`config.mk`:
```
export PLATFORM = sky130hd
export DESIGN_NAME = btn_debounce
export DESIGN_NICKNAME = d
export VERILOG_FILES = /design/src/rtl/btn_debounce.sv
export SDC_FILE = /design/constraint.sdc
export NUM_CORES = 1
export LEC_CHECK = 0
export ABC_AREA = 1
export ABC_CLOCK_PERIOD_IN_PS = 2600
export CORE_MARGIN = 3
export CORE_UTILIZATION = 49
export DETAILED_ROUTE_END_ITERATION = 7
export DONT_BUFFER_PORTS = 1
export PLACE_DENSITY_LB_ADDON = 0.05
export SLEW_MARGIN = 10
export SYNTH_ARGS = -nofsm -noshare
export SYNTH_HDL_FRONTEND = slang
export SYNTH_SLANG_ARGS = --single-unit
```
`constraint.sdc`:
```
create_clock -name clk -period 2.6 [get_ports clk]
set_clock_uncertainty 0.1 [all_clocks]
set_input_delay 0.13 -clock clk [delete_from_list [all_inputs] [get_ports clk]]
set_output_delay 0.13 -clock clk [all_outputs]
set_load 0.01 [all_outputs]
```
`src/rtl/btn_debounce.sv`:
```
// Button debouncer: 2-flop synchronizer, stable-count FSM and hold-to-repeat.
// Produces a clean level plus registered press/release strobes and a press counter.
module btn_debounce #(
  parameter int unsigned DEBOUNCE_CYCLES = 50000,
  parameter int unsigned HOLD_CYCLES     = 32'h4C4B40,
  parameter int unsigned REPEAT_CYCLES   = 32'h0F4240,
  parameter bit          REPEAT_EN       = 1'b1,
  parameter bit          ACTIVE_LOW      = 1'b0
) (
  input  logic       clk,
  input  logic       rst_n,
  input  logic       btn_raw,
  output logic       btn_level,
  output logic       press_pulse,
  output logic       release_pulse,
  output logic [7:0] press_count
);

  localparam int unsigned MAX_DH =
    (DEBOUNCE_CYCLES > HOLD_CYCLES) ? DEBOUNCE_CYCLES : HOLD_CYCLES;
  localparam int unsigned MAX_P =
    (MAX_DH > REPEAT_CYCLES) ? MAX_DH : REPEAT_CYCLES;
  localparam int CW = $clog2(MAX_P);

  localparam logic [CW-1:0] D_LAST   = CW'(DEBOUNCE_CYCLES - 1);
  localparam logic [CW-1:0] H_LAST   = CW'(HOLD_CYCLES - 1);
  localparam logic [CW-1:0] H_RELOAD = CW'(HOLD_CYCLES - REPEAT_CYCLES);

  typedef enum logic [1:0] {
    IDLE,
    PRESS_WAIT,
    PRESSED,
    RELEASE_WAIT
  } state_t;

  state_t        state, state_n;
  logic [1:0]    sync;
  logic          s;
  logic [CW-1:0] dcnt, dcnt_n;
  logic [CW-1:0] hcnt, hcnt_n;
  logic          level_n;
  logic          press_n;
  logic          release_n;

  assign s = sync[1];

  always_ff @(posedge clk or negedge rst_n) begin
    if (!rst_n) begin
      sync          <= '0;
      state         <= IDLE;
      dcnt          <= '0;
      hcnt          <= '0;
      btn_level     <= 1'b0;
      press_pulse   <= 1'b0;
      release_pulse <= 1'b0;
      press_count   <= 8'd0;
    end else begin
      sync          <= {sync[0], btn_raw ^ ACTIVE_LOW};
      state         <= state_n;
      dcnt          <= dcnt_n;
      hcnt          <= hcnt_n;
      btn_level     <= level_n;
      press_pulse   <= press_n;
      release_pulse <= release_n;
      if (press_n) begin
        press_count <= press_count + 8'd1;
      end
    end
  end

  always_comb begin
    state_n   = state;
    dcnt_n    = dcnt;
    hcnt_n    = hcnt;
    level_n   = btn_level;
    press_n   = 1'b0;
    release_n = 1'b0;
    unique case (state)
      IDLE: begin
        level_n = 1'b0;
        if (s) begin
          state_n = PRESS_WAIT;
          dcnt_n  = '0;
        end
      end
      PRESS_WAIT: begin
        if (!s) begin
          state_n = IDLE;
        end else if (dcnt == D_LAST) begin
          state_n = PRESSED;
          level_n = 1'b1;
          press_n = 1'b1;
          hcnt_n  = '0;
        end else begin
          dcnt_n = dcnt + 1'b1;
        end
      end
      PRESSED: begin
        if (!s) begin
          state_n = RELEASE_WAIT;
          dcnt_n  = '0;
        end else if (REPEAT_EN) begin
          // reload keeps the repeat period without a second counter
          if (hcnt == H_LAST) begin
            press_n = 1'b1;
            hcnt_n  = H_RELOAD;
          end else begin
            hcnt_n = hcnt + 1'b1;
          end
        end
      end
      RELEASE_WAIT: begin
        if (s) begin
          state_n = PRESSED;
        end else if (dcnt == D_LAST) begin
          state_n   = IDLE;
          level_n   = 1'b0;
          release_n = 1'b1;
        end else begin
          dcnt_n = dcnt + 1'b1;
        end
      end
      default: state_n = IDLE;
    endcase
  end

endmodule
```
# Word level (Yosys, flattened, before mapping)
# Index checks and enable logic that the tools add are counted.
[classes]
add_sub_neg = 3
muxes = 30
n_eq_ne = 14
n_reduce_logical = 7
[op_table]
columns = ["op", "count"]
rows = [
  ["two-way mux 23 bit", 9],
  ["one-hot mux 23 bit (4 select lines)", 1],
  ["adder 23 x 1 -> 23 bit (second input constant)", 2],
  ["one-hot mux 23 bit (2 select lines)", 1],
  ["equality test 23 x 16 -> 1 bit (second input constant)", 1],
  ["equality test 23 bit (second input constant)", 1],
  ["inequality test 2 bit (second input constant)", 7],
  ["two-way mux 2 bit", 6],
  ["AND reduction 4 bit", 3],
  ["two-way mux 1 bit", 10],
  ["adder 8 x 1 -> 8 bit (second input constant)", 1],
  ["one-hot mux 2 bit (4 select lines)", 1],
  ["inequality test 3 bit (second input constant)", 2],
  ["AND reduction 5 bit", 1],
  ["equality test 2 bit (second input constant)", 2],
  ["one-hot mux 1 bit (3 select lines)", 1],
  ["nonzero test 3 bit", 1],
  ["equality test 2 x 1 -> 1 bit (second input constant)", 1],
  ["zero test 2 bit", 1],
  ["one-hot mux 1 bit (2 select lines)", 1],
  ["nonzero test 2 bit", 1],
]
[totals]
output_inout_bits = 11
input_bits = 3
ff_bits = 61

# Longest topological paths before layout
# Gate-level depths: netlist (run 1).
[depth]
ltp_word = 4
depth_mapped = 12

# Worst setup path after synthesis (run 1)
# No wires, ideal clock.
[synth_path]
kind = "register to register"
start = "register state[0]"
end = "register dcnt[0]"
t_required_ns = 2.378
path_stages_with_launch = 13
path_buffers = 2
setup_slack_ns = 0.664
arrival_ns = 1.714
setup_time_ns = 0.122
cell_sequence = "dfrtp_1 > inv_1 > ha_1 > buf_2 > nand2_1 > nand2_1 > a21oi_2 > nand2_2 > nand2_4 > inv_8 > buf_8 > nand2_1 > o21ai_2"
[synth_between]
elab_chain_cells = 3
[synth_rtl]
columns = ["element", "line", "source"]
rows = [
  ["start: declaration", "36", "state_t state, state_n;"],
  ["start signal: assignment", "59", "state <= state_n;"],
  ["equality test 2 bit, or another cell as far along", "78", "unique case (state)"],
  ["inequality test 2 bit (no source line)", "-", ""],
  ["AND reduction 4 bit (no source line)", "-", ""],
  ["end signal: assignment", "60", "dcnt <= dcnt_n;"],
  ["end: declaration", "39", "logic [CW-1:0] dcnt, dcnt_n;"],
]
# Several ways; a longest one is shown, not always the timed one.
# A chain may end at the register's enable or synchronous reset.

# Worst setup path in the final report (run 1)
[layout_path]
start = "register hcnt[0]"
end = "register hcnt[20]"
[layout_between]
elab_chain_cells = 4
[layout_rtl]
columns = ["element", "line", "source"]
rows = [
  ["start: declaration", "40", "logic [CW-1:0] hcnt, hcnt_n;"],
  ["start signal: assignment", "61", "hcnt <= hcnt_n;"],
  ["adder 23 x 1 -> 23 bit or equality test 23 bit (tied branches)", "108, 104", ""],
  ["two-way mux 23 bit (*)", "104", "if (hcnt == H_LAST) begin"],
  ["two-way mux 23 bit (*)", "99", "if (!s) begin"],
  ["one-hot mux 23 bit (2 select lines) (*)", "78", ""],
]
# Mark *: on every way between the ends. The rest lies on a longest branch, timed or not. The select of a mux whose other input is x is not followed.

==> results.yml, run 1 <==
status:
  status: "finished clean"
critical_path:
  max_stage_delay_ps: 430
  endpoint: "hcnt[20]"
  path_cells: "ha_1 > nand2_1 > nor2_2 > nand2_1 > nor3_1 > nand2_1 > nand2_1 > nand3_1 > nand2_1 > nand2_1"
  path_delay_family: "simple AND/OR/NAND/NOR gates"
  r2r_start: "hcnt[0]"
  critPathKind: "reg -> reg"
  cp-start-kind: "register"
  crit_cells: 10
  rr_worst_depth: 10
  worst_r2r_endpoint: "hcnt[20]"
  critical_path.most_common_cell: "nand2_1"
  worstPathRequired_ps: 2730
  ff2ff_setup_slack_ps: 540
  setup.worst_path.start: "hcnt[0]"
  critPathArrivalTime_ps: 2190
  crit_slowest_cell: "nor3_1"
  crit_fanout: 5
  end_kind: "register"
  cp_num_buf_inv: 0
route:
  drc: 0
  dr_total_vias: 3867
  drt_iter0_drc: 249
  vias_per_cell: 5.30
  wire_per_inst_um: 14.0
  ant_nets: 0
  drt_wl_total_um: 10200
  dr.pass1.iters: 6
grt:
  grt_max_degree: 62
  grt_use_total_pct: 21.9
  grt_antenna_before_repair: 0
  grt_pass1_wl_um: 17400
  overflow: 0
  first_global_vias: 3542
die:
  fp.dieH_um: 98.6
  rows: 33
  core_mm2: 0.00826
  start_util_pct: 50.8
  ioPinCount: 14
  die_x_um: 98.6
  die-area_mm2: 0.00971
clock_network:
  cts_buffers: 9
  cts_tree: "yes"
  cts_root_buffer: "clkbuf_8"
  htreeDepth: 3
  clk-insertion-delay-late_ps: 340
  postCtsSetupRepairBufs: 0
  clk_path_buf_depth: 2
  clkTransAtPathRegs_ps: 80
  ctsResizeCount: 0
  clock-sinks: 61
logic_synthesis:
  synth_common_cells: "nand2_1 (205), nor2_1 (94), dfrtp_1 (61)"
  synth_top_area_cell: "dfrtp_1"
  yosysWarnings: 0
  synth_area_leaders: "dfrtp_1 (36%), nand2_1 (18%), nor2_1 (8.4%)"
  synth_edf_count: 0
  synth_cells: 613
  seq_area_frac_synth_pct: 36.4
  yosysMostFrequentCell: "nand2_1"
  synth_flop_cell: "dfrtp_1"
  synth.avg_cell_area_um2: 6.85
  synth_top_area_share_pct: 36.4
  async_flop_share_pct: 100
  syn-num-nets: 623
  netlist_area_mm2: 0.00420
  synth_cell_types: 38
  ys_ff_latch: 61
min_path:
  min_path_type: "in -> async"
pwr:
  p_per_area_mw_per_mm2: 655
  p_leak_uw: 0.00205
  ir_drop_mv: 0.719
finish:
  layout-drive-gt1-share_pct: 9.29
  multi_input_area_mm2: 0.00236
  fin_nets: 630
  nFillCells: 823
  seq_area_mm2: 0.00153
  final_util_pct: 54.6
  area_delta_synth_final_pct: 7.48
  antenna_cells: 0
timing:
  holdWs_ps: 226
  maxSlewHeadroom_pct: 63.7
  drv_slew: 0
  hold_viol: 0
  min_period_ps: 2060
  setup_viol: 0
  fin_crit_sh_pct: 79.1
  tns_ps: 0
  worst_pin_slew_ps: 541
  fmax_ghz: 0.486
  rsz0062_at_grt: "false"
run:
  maxCapViolCount: 0
placement:
  place_congestion: 0.926
  dp_hpwl_um: 7370
  port-buffer-count: 0
==> layer usage <==
layer  part of all wire [%]  track usage (%)  vias up
met3                    7.2             3.47        6
met5                      0                0        -
li1                       -                -     1969
met4                   0.67             6.30        0
met1                     51             34.9     1759
met2                     41             30.2      133
==> report_power, final <==
group          switching (µW)  total (µW)  internal [µW]
registers                67.4        1070           1000
logic                     771        1020            254
clock network             369         861            492
==> area by class of cell <==
class | instances | share of cell area [%]
inverters | 58 | 4.99
clock inverters | 1 | 0.666
well taps | 105 | 2.91
clock buffers | 14 | 3.61
repair buffers | 7 | 1.72
multi-input cells | 483 | 52.3
flip-flops and latches | 61 | 33.8
==> per-stage QoR <==
step	area (µm²)	std cells	power [µW]	setup slack, ps
2_1_floorplan	4200	613	1960	664
3_3_place_gp	4270	711	2090	607
3_5_place_dp	4270	711	2090	547
4_1_cts	4510	729	2980	535
5_1_grt	4510	729	3160	298
6_report	4510	729	2960	543
==> sequential cells by signal, indices dropped and copies added (netlist names), named ones only <==
signal	flops
dcnt	23
hcnt	23
press_count	8
sync	2
btn_level	1
press_pulse	1
release_pulse	1
state	1
==> placed cells by master, fill, tap and decap left out, drive strengths merged, types with 3 or more instances in the layout <==
| master | n |
|---|---|
| a21oi | 5 |
| buf | 5 |
| clkbuf | 14 |
| dfrtp | 61 |
| ha | 7 |
| inv | 57 |
| nand2 | 219 |
| nand3 | 57 |
| nand4 | 24 |
| nor2 | 100 |
| nor3 | 9 |
| o21ai | 26 |
| or2 | 3 |
| xnor2 | 5 |
| xor2 | 20 |
==> how the worst min path moves through the flow <==
stage,slack (ps),from,to
CTS,220,rst_n,dcnt[18]
global placement,-260,rst_n,dcnt[18]
detailed placement,-260,rst_n,dcnt[18]
finish,230,rst_n,dcnt[18]
global route,240,btn_raw,sync[0]
floorplan,-270,rst_n,asynchronous set/reset pin
==> logic make-up after synthesis <==
family          synth area share, %
xor+xnor                       5.22
fa+ha+maj                      2.09
flops                          36.4
simple gates                   43.7
compound gates                 5.19
buf+inv                        7.45
==> worst register-to-register path, stage by stage (launching register included) <==
cell     delay (ps)
dfrtp_1         390
ha_1            260
nand2_1         110
nor2_2          180
nand2_1         120
nor3_1          430
nand2_1         100
nand2_1          90
nand3_1          70
nand2_1          80
nand2_1          40
==> what timing repair did <==
item,4_1_cts,5_1_grt
hold buffers,3,0
hold endpoints to repair,62,0
setup endpoints to repair,0,0
Note: power is estimated with default switching activity, not from simulation.
==> run 2, diff against run 1 <==
Settings changed: ABC_AREA 1 to 0, ABC_CLOCK_PERIOD_IN_PS 2600 to 2100.
Clock period 2.6 ns to 2.1 ns, I/O delays scaled along.
==> run 2 against run 1 <==
Against the previous run:
- the run now ends with negative setup slack left
- largest cell class unchanged
- clock power is 24% higher
- utilization is 21 points higher
- wire length is 9.0% higher
==> results.yml, run 2 <==
finish:
  layout-drive-gt1-share_pct: 41.6
  area_delta_synth_final_pct: 48.2
  nFillCells: 469
  stdcell_area_mm2: 0.00520
  layout_commonest_cell: "buf_4"
  fin_nets: 504
  reg_top3: "dcnt x23, hcnt x23, press_count x8"
  instances_no_fill: 594
  mostFrequentLayoutCells: "buf_4 (83), dfrtp_1 (59), nand2_1 (30)"
  antenna_cells: 0
logic_synthesis:
  synth_top_area_cell: "dfrtp_1"
  netlist_area_mm2: 0.00351
  synth_top_area_share_pct: 43.5
  synth_common_cells: "dfrtp_1 (61), nand2_1 (35), o21ai_0 (35)"
  synth.avg_cell_area_um2: 8.97
  synth_area_leaders: "dfrtp_1 (44%), o21ai_0 (5.0%), nand3_1 (4.1%)"
  ys_ff_latch: 61
  synth_cell_types: 54
  seq_area_frac_synth_pct: 43.5
  syn-num-nets: 401
  synth_edf_count: 0
  yosysWarnings: 0
  yosysMostFrequentCell: "dfrtp_1"
  synth_flop_cell: "dfrtp_1"
  async_flop_share_pct: 100
  synth_cells: 391
status:
  violations: "negative setup slack"
  status: "finished with violations"
timing:
  hold_viol: 0
  fin_ws_ps: -320
  fin_crit_sh_pct: 115
  worst_pin_slew_ps: 630
  rsz0062_at_grt: "true"
  drv_slew: 0
  holdWs_ps: 177
  setup_viol: 46
  fmax_ghz: 0.413
  min_period_ps: 2420
  maxSlewHeadroom_pct: 58.0
critical_path:
  max_stage_delay_ps: 530
  r2r_start: "dcnt[18]"
  worst_r2r_endpoint: "hcnt[16]"
  crit_slowest_cell: "or4b_4"
  path_cells: "or4b_4 > or3_4 > buf_6 > buf_8 > o31ai_4 > buf_6 > and3_1 > a221o_1"
  critPathKind: "reg -> reg"
  rr_worst_depth: 8
  critPathArrivalTime_ps: 2610
  setup.worst_path.start: "dcnt[18]"
  cp-start-kind: "register"
  ff2ff_setup_slack_ps: -320
  end_kind: "register"
  crit_fanout: 5
  critical_path.most_common_cell: "buf_6"
  worstPathRequired_ps: 2290
route:
  wire_per_inst_um: 18.7
  drc: 0
  dr_total_vias: 3739
  vias_per_cell: 6.29
  drt_iter0_drc: 341
  dr.pass1.iters: 8
  drt_wl_total_um: 11100
  ant_nets: 0
die:
  rows: 30
  ioPinCount: 14
  core_mm2: 0.00687
  fp.dieH_um: 90.6
  die-area_mm2: 0.00821
  die_x_um: 90.6
  start_util_pct: 51.1
placement:
  place_area_mm2: 0.00425
  placedCellCount: 556
  place_congestion: 0.911
  dp_hpwl_um: 6760
  port-buffer-count: 0
grt:
  overflow: 0
  first_global_vias: 3398
  grt_pass1_wl_um: 16800
  grt_antenna_before_repair: 0
  grt_max_degree: 62
  grt_use_total_pct: 25.3
clock_network:
  htreeDepth: 3
  clock-sinks: 61
  cts_root_buffer: "clkbuf_8"
  clk-insertion-delay-late_ps: 350
  clk_path_buf_depth: 2
  cts_tree: "yes"
  cts_buffers: 9
  clkTransAtPathRegs_ps: 70
pwr:
  p_comb_share_pct: 44.6
  p_int_uw: 2710
  power_switching_share_pct: 36.8
  ir_drop_mv: 0.639
  p_seq_share_pct: 30.4
  p_leak_uw: 0.00220
  p_clk_share_pct: 24.9
  p_per_area_mw_per_mm2: 824
  power_switching_uw: 1570
min_path:
  min_path_type: "in -> async"
run:
  maxCapViolCount: 0
==> run 2: cell count changes in the layout (fill, tap and decap cells not counted), moves of 8 or more <==
cell,change
and3_1,+13
and4_1,+8
buf_4,+79
buf_6,+20
inv_1,-42
nand2_1,-175
nand3_1,-33
nand4_1,-12
nor2_1,-75
nor3_2,+8
o21ai_0,+17
xor2_1,-16
==> run 2: kinds of logic (layout without fill, tap and decap cells) <==
kind of cell / count (synthesis) / count (layout) / share of synthesized area, %
XOR/XNOR: 11 / 11 / 2.75
AND/OR/NAND/NOR: 177 / 177 / 27.5
flip-flops: 61 / 61 / 43.5
AO/OA/AOI/OAI: 104 / 104 / 19.6
adder cells (fa/ha/maj): 7 / 7 / 2.50
buffers and inverters: 30 / 137 / 3.85
multiplexers: 1 / 1 / 0.321
==> run 2: critical path: cells and delay by family, from the launching register on <==
family,cells,cell delay (ps)
flip-flops,1,380
AO/OA/AOI/OAI,2,410
AND/OR/NAND/NOR,3,1040
buffers and inverters,3,430
==> run 2: worst max path at each step <==
stage	endpoint	slack, ps	cells past startpoint
after global placement	hcnt[13]	-350	6
after floorplan	hcnt[13]	-360	7
final	hcnt[16]	-320	8
after detailed placement	hcnt[13]	-400	6
after global routing	hcnt[6]	-370	7
after CTS	hcnt[13]	-360	5
==> run 2: layout make-up <==
type                    instances  area [µm²]  share of cell area, %
repair buffers                110         978                   18.8
clock buffers                  11         151                   2.91
well taps                      96         120                   2.31
multi-input cells             300        2320                   44.7
flip-flops and latches         61        1530                   29.4
clock inverters                 4        47.5                  0.915
inverters                      12        47.5                  0.915
==> run 2: through the flow <==
stage                     setup TNS [ps]  power (µW)  utilization (%)  setup slack, ps
after floorplan                    -5740        2060                -             -365
after global placement             -5260        2600             61.9             -355
after detailed placement           -6680        2650             61.9             -396
after CTS                          -7640        4000             69.1             -365
after global routing              -10270        4500             75.6             -374
final                              -7350        4280             75.6             -320
==> run 2: power by group through the flow <==
stage                     clock network (µW)  registers, µW  logic, µW
after floorplan                            0           1320        743
after global placement                     0           1300       1300
after detailed placement                   0           1300       1340
after CTS                               1080           1290       1620
after global routing                    1130           1310       2050
final                                   1070           1300       1910
==> run 2: layer usage <==
layer	track usage (%)	part of all wire [%]	vias to the layer above
li1	-	-	1706
met1	35.6	43	1815
met2	39.5	48	187
met3	5.58	7.0	31
met4	6.89	1.9	0
met5	0	0	-
==> run 2: timing repair <==
| action | in CTS | in global routing |
|---|---|---|
| gates cloned | 2 | 0 |
| setup buffers | 8 | 12 |
| hold buffers | 3 | 0 |
| pin swaps | 20 | 33 |
| resized for setup | 44 | 84 |
| endpoints found under the hold margin | 62 | 0 |
| endpoints found under the setup margin | 45 | 54 |
